**config.mk**
```make
export PLATFORM = sky130hd
export DESIGN_NAME = aux_freq_meter_flat
export DESIGN_NICKNAME = d
export VERILOG_FILES = /design/src/rtl/aux_freq_meter_if.sv /design/src/rtl/aux_freq_meter.sv /design/src/flat_wrapper.sv
export SDC_FILE = /design/constraint.sdc
export NUM_CORES = 1
export LEC_CHECK = 0
export CORE_UTILIZATION = 41
export DETAILED_ROUTE_END_ITERATION = 8
export MAX_ROUTING_LAYER = met4
export SETUP_SLACK_MARGIN = 0.02
export SLEW_MARGIN = 30
export SYNTH_ARGS = -nofsm -noshare
export SYNTH_HDL_FRONTEND = slang
export SYNTH_SLANG_ARGS = --single-unit
export TNS_END_PERCENT = 20
```
**constraint.sdc**
```tcl
create_clock -name clk -period 5.9 [get_ports clk]
set_input_delay 1.18 -clock clk [delete_from_list [all_inputs] [get_ports clk]]
set_output_delay 1.18 -clock clk [all_outputs]
set_load 0.005 [all_outputs]
```
**src/rtl/aux_freq_meter_if.sv**
```systemverilog
// Result channel of the auxiliary frequency meter: edge count plus overflow,
// transferred with a valid/ready handshake.
interface aux_freq_meter_if #(
    parameter int CNT_W = 16
) ();
    logic             count_valid;
    logic             count_ready;
    logic [CNT_W-1:0] count;
    logic             overflow;

    modport master (
        output count_valid,
        output count,
        output overflow,
        input  count_ready
    );

    modport slave (
        input  count_valid,
        input  count,
        input  overflow,
        output count_ready
    );
endinterface

```
**src/rtl/aux_freq_meter.sv**
```systemverilog
// Ring-oscillator frequency meter: enables the oscillator, waits a settle time,
// counts synchronized rising edges over a window and hands the count back.
module aux_freq_meter #(
    parameter int CNT_W = 16,
    parameter int WIN_W = 16,
    parameter int SET_W = 8
) (
    input  logic             clk,
    input  logic             rst_n,
    input  logic             start,
    input  logic             abort,
    input  logic [WIN_W-1:0] win_len,
    input  logic [SET_W-1:0] settle_len,
    input  logic             osc_in,
    output logic             osc_en,
    output logic             busy,
    aux_freq_meter_if.master res
);

    localparam int TMR_W = (WIN_W > SET_W) ? WIN_W : SET_W;

    typedef enum logic [1:0] {IDLE, SETTLE, MEASURE, HOLD} state_t;

    state_t           state_q, state_d;
    logic             sync1_q, sync1_d;
    logic             sync2_q, sync2_d;
    logic             prev_q, prev_d;
    logic [TMR_W-1:0] tmr_q, tmr_d;
    logic [WIN_W-1:0] win_q, win_d;
    logic [CNT_W-1:0] edges_q, edges_d;
    logic             ovf_acc_q, ovf_acc_d;
    logic [CNT_W-1:0] count_q, count_d;
    logic             overflow_q, overflow_d;
    logic             osc_en_q, osc_en_d;
    logic             busy_q, busy_d;
    logic             valid_q, valid_d;

    logic             edge_det;
    logic [CNT_W:0]   bump;
    logic [CNT_W-1:0] meas_edges;
    logic             meas_ovf;

    // A programmed length of zero still runs one cycle.
    function automatic logic [TMR_W-1:0] at_least_one(input logic [TMR_W-1:0] v);
        return (v == '0) ? TMR_W'(1) : v;
    endfunction

    // Returns {attempted_past_max, saturated value + 1}.
    function automatic logic [CNT_W:0] sat_inc(input logic [CNT_W-1:0] v);
        if (&v) return {1'b1, v};
        return {1'b0, v + CNT_W'(1)};
    endfunction

    // prev simply trails the synchronizer every cycle, so on the first window
    // cycle it already holds the last settle-cycle sample.
    assign edge_det = sync2_q & ~prev_q;

    always_comb begin
        state_d    = state_q;
        sync1_d    = osc_in;
        sync2_d    = sync1_q;
        prev_d     = sync2_q;
        tmr_d      = tmr_q;
        win_d      = win_q;
        edges_d    = edges_q;
        ovf_acc_d  = ovf_acc_q;
        count_d    = count_q;
        overflow_d = overflow_q;
        bump       = sat_inc(edges_q);
        meas_edges = edge_det ? bump[CNT_W-1:0] : edges_q;
        meas_ovf   = ovf_acc_q | (edge_det & bump[CNT_W]);

        case (state_q)
            IDLE: begin
                if (start) begin
                    state_d   = SETTLE;
                    tmr_d     = at_least_one(TMR_W'(settle_len));
                    win_d     = win_len;
                    edges_d   = '0;
                    ovf_acc_d = 1'b0;
                end
            end
            SETTLE: begin
                if (abort) begin
                    state_d = IDLE;
                end else if (tmr_q == TMR_W'(1)) begin
                    state_d = MEASURE;
                    tmr_d   = at_least_one(TMR_W'(win_q));
                end else begin
                    tmr_d = tmr_q - TMR_W'(1);
                end
            end
            MEASURE: begin
                if (abort) begin
                    state_d = IDLE;
                end else begin
                    edges_d   = meas_edges;
                    ovf_acc_d = meas_ovf;
                    if (tmr_q == TMR_W'(1)) begin
                        state_d    = HOLD;
                        count_d    = meas_edges;
                        overflow_d = meas_ovf;
                    end else begin
                        tmr_d = tmr_q - TMR_W'(1);
                    end
                end
            end
            HOLD: begin
                if (res.count_ready) state_d = IDLE;
            end
            default: state_d = IDLE;
        endcase

        // Outputs are registered copies decoded from the next state.
        osc_en_d = (state_d == SETTLE) || (state_d == MEASURE);
        busy_d   = (state_d != IDLE);
        valid_d  = (state_d == HOLD);
    end

    always_ff @(posedge clk or negedge rst_n) begin
        if (!rst_n) begin
            state_q    <= IDLE;
            sync1_q    <= 1'b0;
            sync2_q    <= 1'b0;
            prev_q     <= 1'b0;
            tmr_q      <= '0;
            win_q      <= '0;
            edges_q    <= '0;
            ovf_acc_q  <= 1'b0;
            count_q    <= '0;
            overflow_q <= 1'b0;
            osc_en_q   <= 1'b0;
            busy_q     <= 1'b0;
            valid_q    <= 1'b0;
        end else begin
            state_q    <= state_d;
            sync1_q    <= sync1_d;
            sync2_q    <= sync2_d;
            prev_q     <= prev_d;
            tmr_q      <= tmr_d;
            win_q      <= win_d;
            edges_q    <= edges_d;
            ovf_acc_q  <= ovf_acc_d;
            count_q    <= count_d;
            overflow_q <= overflow_d;
            osc_en_q   <= osc_en_d;
            busy_q     <= busy_d;
            valid_q    <= valid_d;
        end
    end

    assign osc_en          = osc_en_q;
    assign busy            = busy_q;
    assign res.count_valid = valid_q;
    assign res.count       = count_q;
    assign res.overflow    = overflow_q;

endmodule
```
**src/flat_wrapper.sv**
```systemverilog
// flat-port wrapper written by rule: the top's interface ports become plain ports
module aux_freq_meter_flat 
#(
    parameter int CNT_W = 16,
    parameter int WIN_W = 16,
    parameter int SET_W = 8
)
  (clk, rst_n, start, abort, win_len, settle_len, osc_in, osc_en, busy, res_count_valid, res_count, res_overflow, res_count_ready);
  aux_freq_meter_if #(.CNT_W(CNT_W)) res_i ();
  input  logic clk;
  input  logic rst_n;
  input  logic start;
  input  logic abort;
  input  logic [WIN_W-1:0] win_len;
  input  logic [SET_W-1:0] settle_len;
  input  logic osc_in;
  output logic osc_en;
  output logic busy;
  output wire logic [$bits(res_i.count_valid)-1:0] res_count_valid;
  output wire logic [$bits(res_i.count)-1:0] res_count;
  output wire logic [$bits(res_i.overflow)-1:0] res_overflow;
  input wire logic [$bits(res_i.count_ready)-1:0] res_count_ready;
  assign res_count_valid = res_i.count_valid;
  assign res_count = res_i.count;
  assign res_overflow = res_i.overflow;
  assign res_i.count_ready = res_count_ready;
  aux_freq_meter #(.CNT_W(CNT_W), .WIN_W(WIN_W), .SET_W(SET_W)) u_core (.clk(clk), .rst_n(rst_n), .start(start), .abort(abort), .win_len(win_len), .settle_len(settle_len), .osc_in(osc_in), .osc_en(osc_en), .busy(busy), .res(res_i));
endmodule
```
==> metrics <==
outcome=complete, no violations; final slew viol count=0; die width=104 um; mux contribution to synthesized area=0.0523; sequential cell area fraction in the yosys report=0.437; Post-Synth Adder-Cell Area=0.0266; PortBufs=49; Vias per Instance=5.75; Crit. End Element=register; Starting Density=0.428; cts repair resizes=0; CTS max path bufs=2; CP max-delay cell=o21ai_1; FF-to-FF setup slack=3.13 ns; Area contributors post-synth=dfrtp_1 44%, mux2_2 4.5%, o21ai_0 4.3%; syn nets=478; max incr delay on CP=0.68 ns; DIE AREA=0.0107 mm2; maximum vdd drop=0.000171 V; TritonCTS Buffers=9; Avg Synthesized Cell Area=9.65 um2; Setup Buffers After CTS=0; share of layout cells above drive strength 1=0.115; Critical Path RT=6.14 ns; final WL=10500 um; Area Growth Syn to Fin=19.0%; PwrDens=330 mW/mm2; most frequent cells in the layout=74 x dfrtp_1, 48 x clkdlybuf4s50_1, 36 x nand2_1, 36 x o21ai_0, 27 x nor2_1; Root Driver=clkbuf_8; initial antenna violation count=0; Ys Warns=0; Internal=1.09 mW; GP Congestion=0.908; Die Y=104 um; CP arrival=3.43 ns; RSZ-0062 raised after global routing=no; Wirelength per Cell=17.0 um; DR pass1 iterations=5; CTS Sinks=74; leading area contributor after synthesis=dfrtp_1; max layer used=met4; Flop pwr share=0.421; Final setup violation count=0; Cells after Synth=439; Min-Delay Path Class=register to register; clk_skew=0.00941 ns; met2 wire length=5260 um; ys flop type=dfrtp_1; Final Instance Area=0.00504 mm2; Post-Synth XOR/XNOR Area=0.0351; Final min period=3.19 ns; post-detail-place hpwl=7470 um; htree depth=3; largest family of logic cells by synthesized area=simple AND/OR/NAND/NOR gates; Netlist cell types=66; Cell Area, Synth=0.00424 mm2; clk_lat worst skew=0.35 ns; DRT antenna net count=0; Leak=2.02 nW; CP Max Fanout=19; Worst-Margin Slew=0.862 ns; CTS Hold Buffers Added=0; CTS tree=done; row count=36; commonest non-fill, non-tap cell in the layout=dfrtp_1; Net Sw Power=573 uW; Clk pin slew, worst setup/hold paths=0.08 ns; hold-critical path depth=0; final worst-path cycle share=0.541; vias in the first global route=3530; wire length on met1=4790 um; number of DRC markers in iteration 0=158; Comb power frac=0.309; crit path from=start; Clk pwr share=0.270; Synth Area in Compound Gates=0.190; first-pass GRT wire length=17800 um; setup TNS=0 ns; reg-to-reg startpoint=u_core.state_q[0]$_DFF_PN0_; CP Cell Sequence=clkdlybuf4s50_1, nand2_1, o21ai_1, o21ai_0, mux2_2; Max Cap Violations=0; FMAX=313 MHz; Final Power=1.66 mW; CORE AREA=0.00991 mm2; largest net degree at the start of global routing=75; final hold vios=0; vias=3552; Reg2Reg Capture Point=u_core.edges_q[0]$_DFFE_PN0P_; Worst R2R Path Depth=7; Synth top area share=0.437; Synth async-reset ratio=1.00; number of flops mapped to enable cells by yosys=0; Remaining DRCs=0; Net Sw Frac=0.345; simple-gate area share of the yosys netlist=0.224; io pins=50; antenna cell count=0; grt total ovfl=0; wire length on met3=323 um; kind of critical path=input port to register; Total Routing Usage GR=0.210; fin nets=520; Slew headroom=0.423; dpl cell area=0.00481 mm2; CP startpoint kind=input port; crit path to=u_core.edges_q[0]$_DFFE_PN0P_; Seq cells post-synth=74
[logic make-up (layout without fill, tap and decap cells)]
| group | after synthesis | count (layout) |
|---|---|---|
| simple gates | 165 | 165 |
| flops | 74 | 74 |
| compound gates | 119 | 119 |
| fa+ha+maj | 9 | 9 |
| mux | 20 | 20 |
| buf+inv | 35 | 81 |
| xor+xnor | 17 | 17 |
[per-stage QoR]
stage,setup slack (ns),hold WS (ns),utilization,cells
2_1_floorplan,3.52,0.331,-,439
3_3_place_gp,2.37,0.337,0.486,603
3_5_place_dp,2.32,0.336,0.486,603
4_1_cts,2.70,0.356,0.508,618
5_1_grt,2.44,0.363,0.509,618
6_report,2.71,0.354,0.509,618
[sequential cells by signal (all words and copies together), names as in the netlist]
register                count
u_core.res.count_valid      1
u_core.ovf_acc_q            1
u_core.osc_en               1
u_core.win_q               16
u_core.prev_q               1
u_core.res.overflow         1
u_core.state_q              2
u_core.tmr_q               16
u_core.sync1_q              1
u_core.busy                 1
u_core.res.count           16
u_core.prev_d               1
u_core.edges_q             16
[critical path: cells and delay by family]
| kind | cells | cell delay [ns] |
|---|---|---|
| AO/OA/AOI/OAI | 2 | 0.91 |
| multiplexers | 1 | 0.32 |
| AND/OR/NAND/NOR | 1 | 0.48 |
| buffers and inverters | 1 | 0.53 |
[layer usage]
| metal | track usage | up-vias |
|---|---|---|
| met5 | - | - |
| met4 | 0.0643 | 0 |
| met3 | 0.0340 | 10 |
| met2 | 0.351 | 73 |
| met1 | 0.262 | 1756 |
| li1 | - | 1713 |
[cell usage after synthesis, drive strengths merged (4+ instances only)]
cell type	n
o211ai	7
nor3	13
o21a	4
a21oi	21
a22o	7
nand2b	4
nand2	36
clkbuf	14
nand4	11
inv	16
a31oi	9
xnor2	14
nor2	27
dfrtp	74
a22oi	4
nor4	15
o21ai	39
nand3	17
and4	4
and2	4
and3	8
ha	9
or3	5
buf	5
nor2b	6
mux2	17
or2	4
[area by class of cell]
cell class	instances	area (um2)
fillers	936	4870
multi-input cells	330	2240
flip-flops and latches	74	1850
repair buffers	50	499
well taps	133	166
clock buffers	11	151
clock inverters	4	75.1
inverters	16	60.1
[power by group through the flow]
stage	clock network, mW	logic [mW]	registers (mW)
2_1_floorplan	0	0.390	0.671
3_3_place_gp	0	0.501	0.707
3_5_place_dp	0	0.510	0.709
4_1_cts	0.462	0.511	0.700
5_1_grt	0.476	0.571	0.714
6_report	0.448	0.513	0.700
[how the worst min path moves through the flow]
| stage | startpoint | slack, ns | endpoint |
|---|---|---|---|
| 2_1_floorplan | u_core.sync1_q$_DFF_PN0_ | 0.33 | u_core.prev_d$_DFF_PN0_ |
| 3_3_place_gp | u_core.sync1_q$_DFF_PN0_ | 0.34 | u_core.prev_d$_DFF_PN0_ |
| 3_5_place_dp | u_core.sync1_q$_DFF_PN0_ | 0.34 | u_core.prev_d$_DFF_PN0_ |
| 4_1_cts | u_core.sync1_q$_DFF_PN0_ | 0.36 | u_core.prev_d$_DFF_PN0_ |
| 5_1_grt | u_core.sync1_q$_DFF_PN0_ | 0.36 | u_core.prev_d$_DFF_PN0_ |
| 6_report | u_core.sync1_q$_DFF_PN0_ | 0.35 | u_core.prev_d$_DFF_PN0_ |
(Power assumes the default switching activity.)
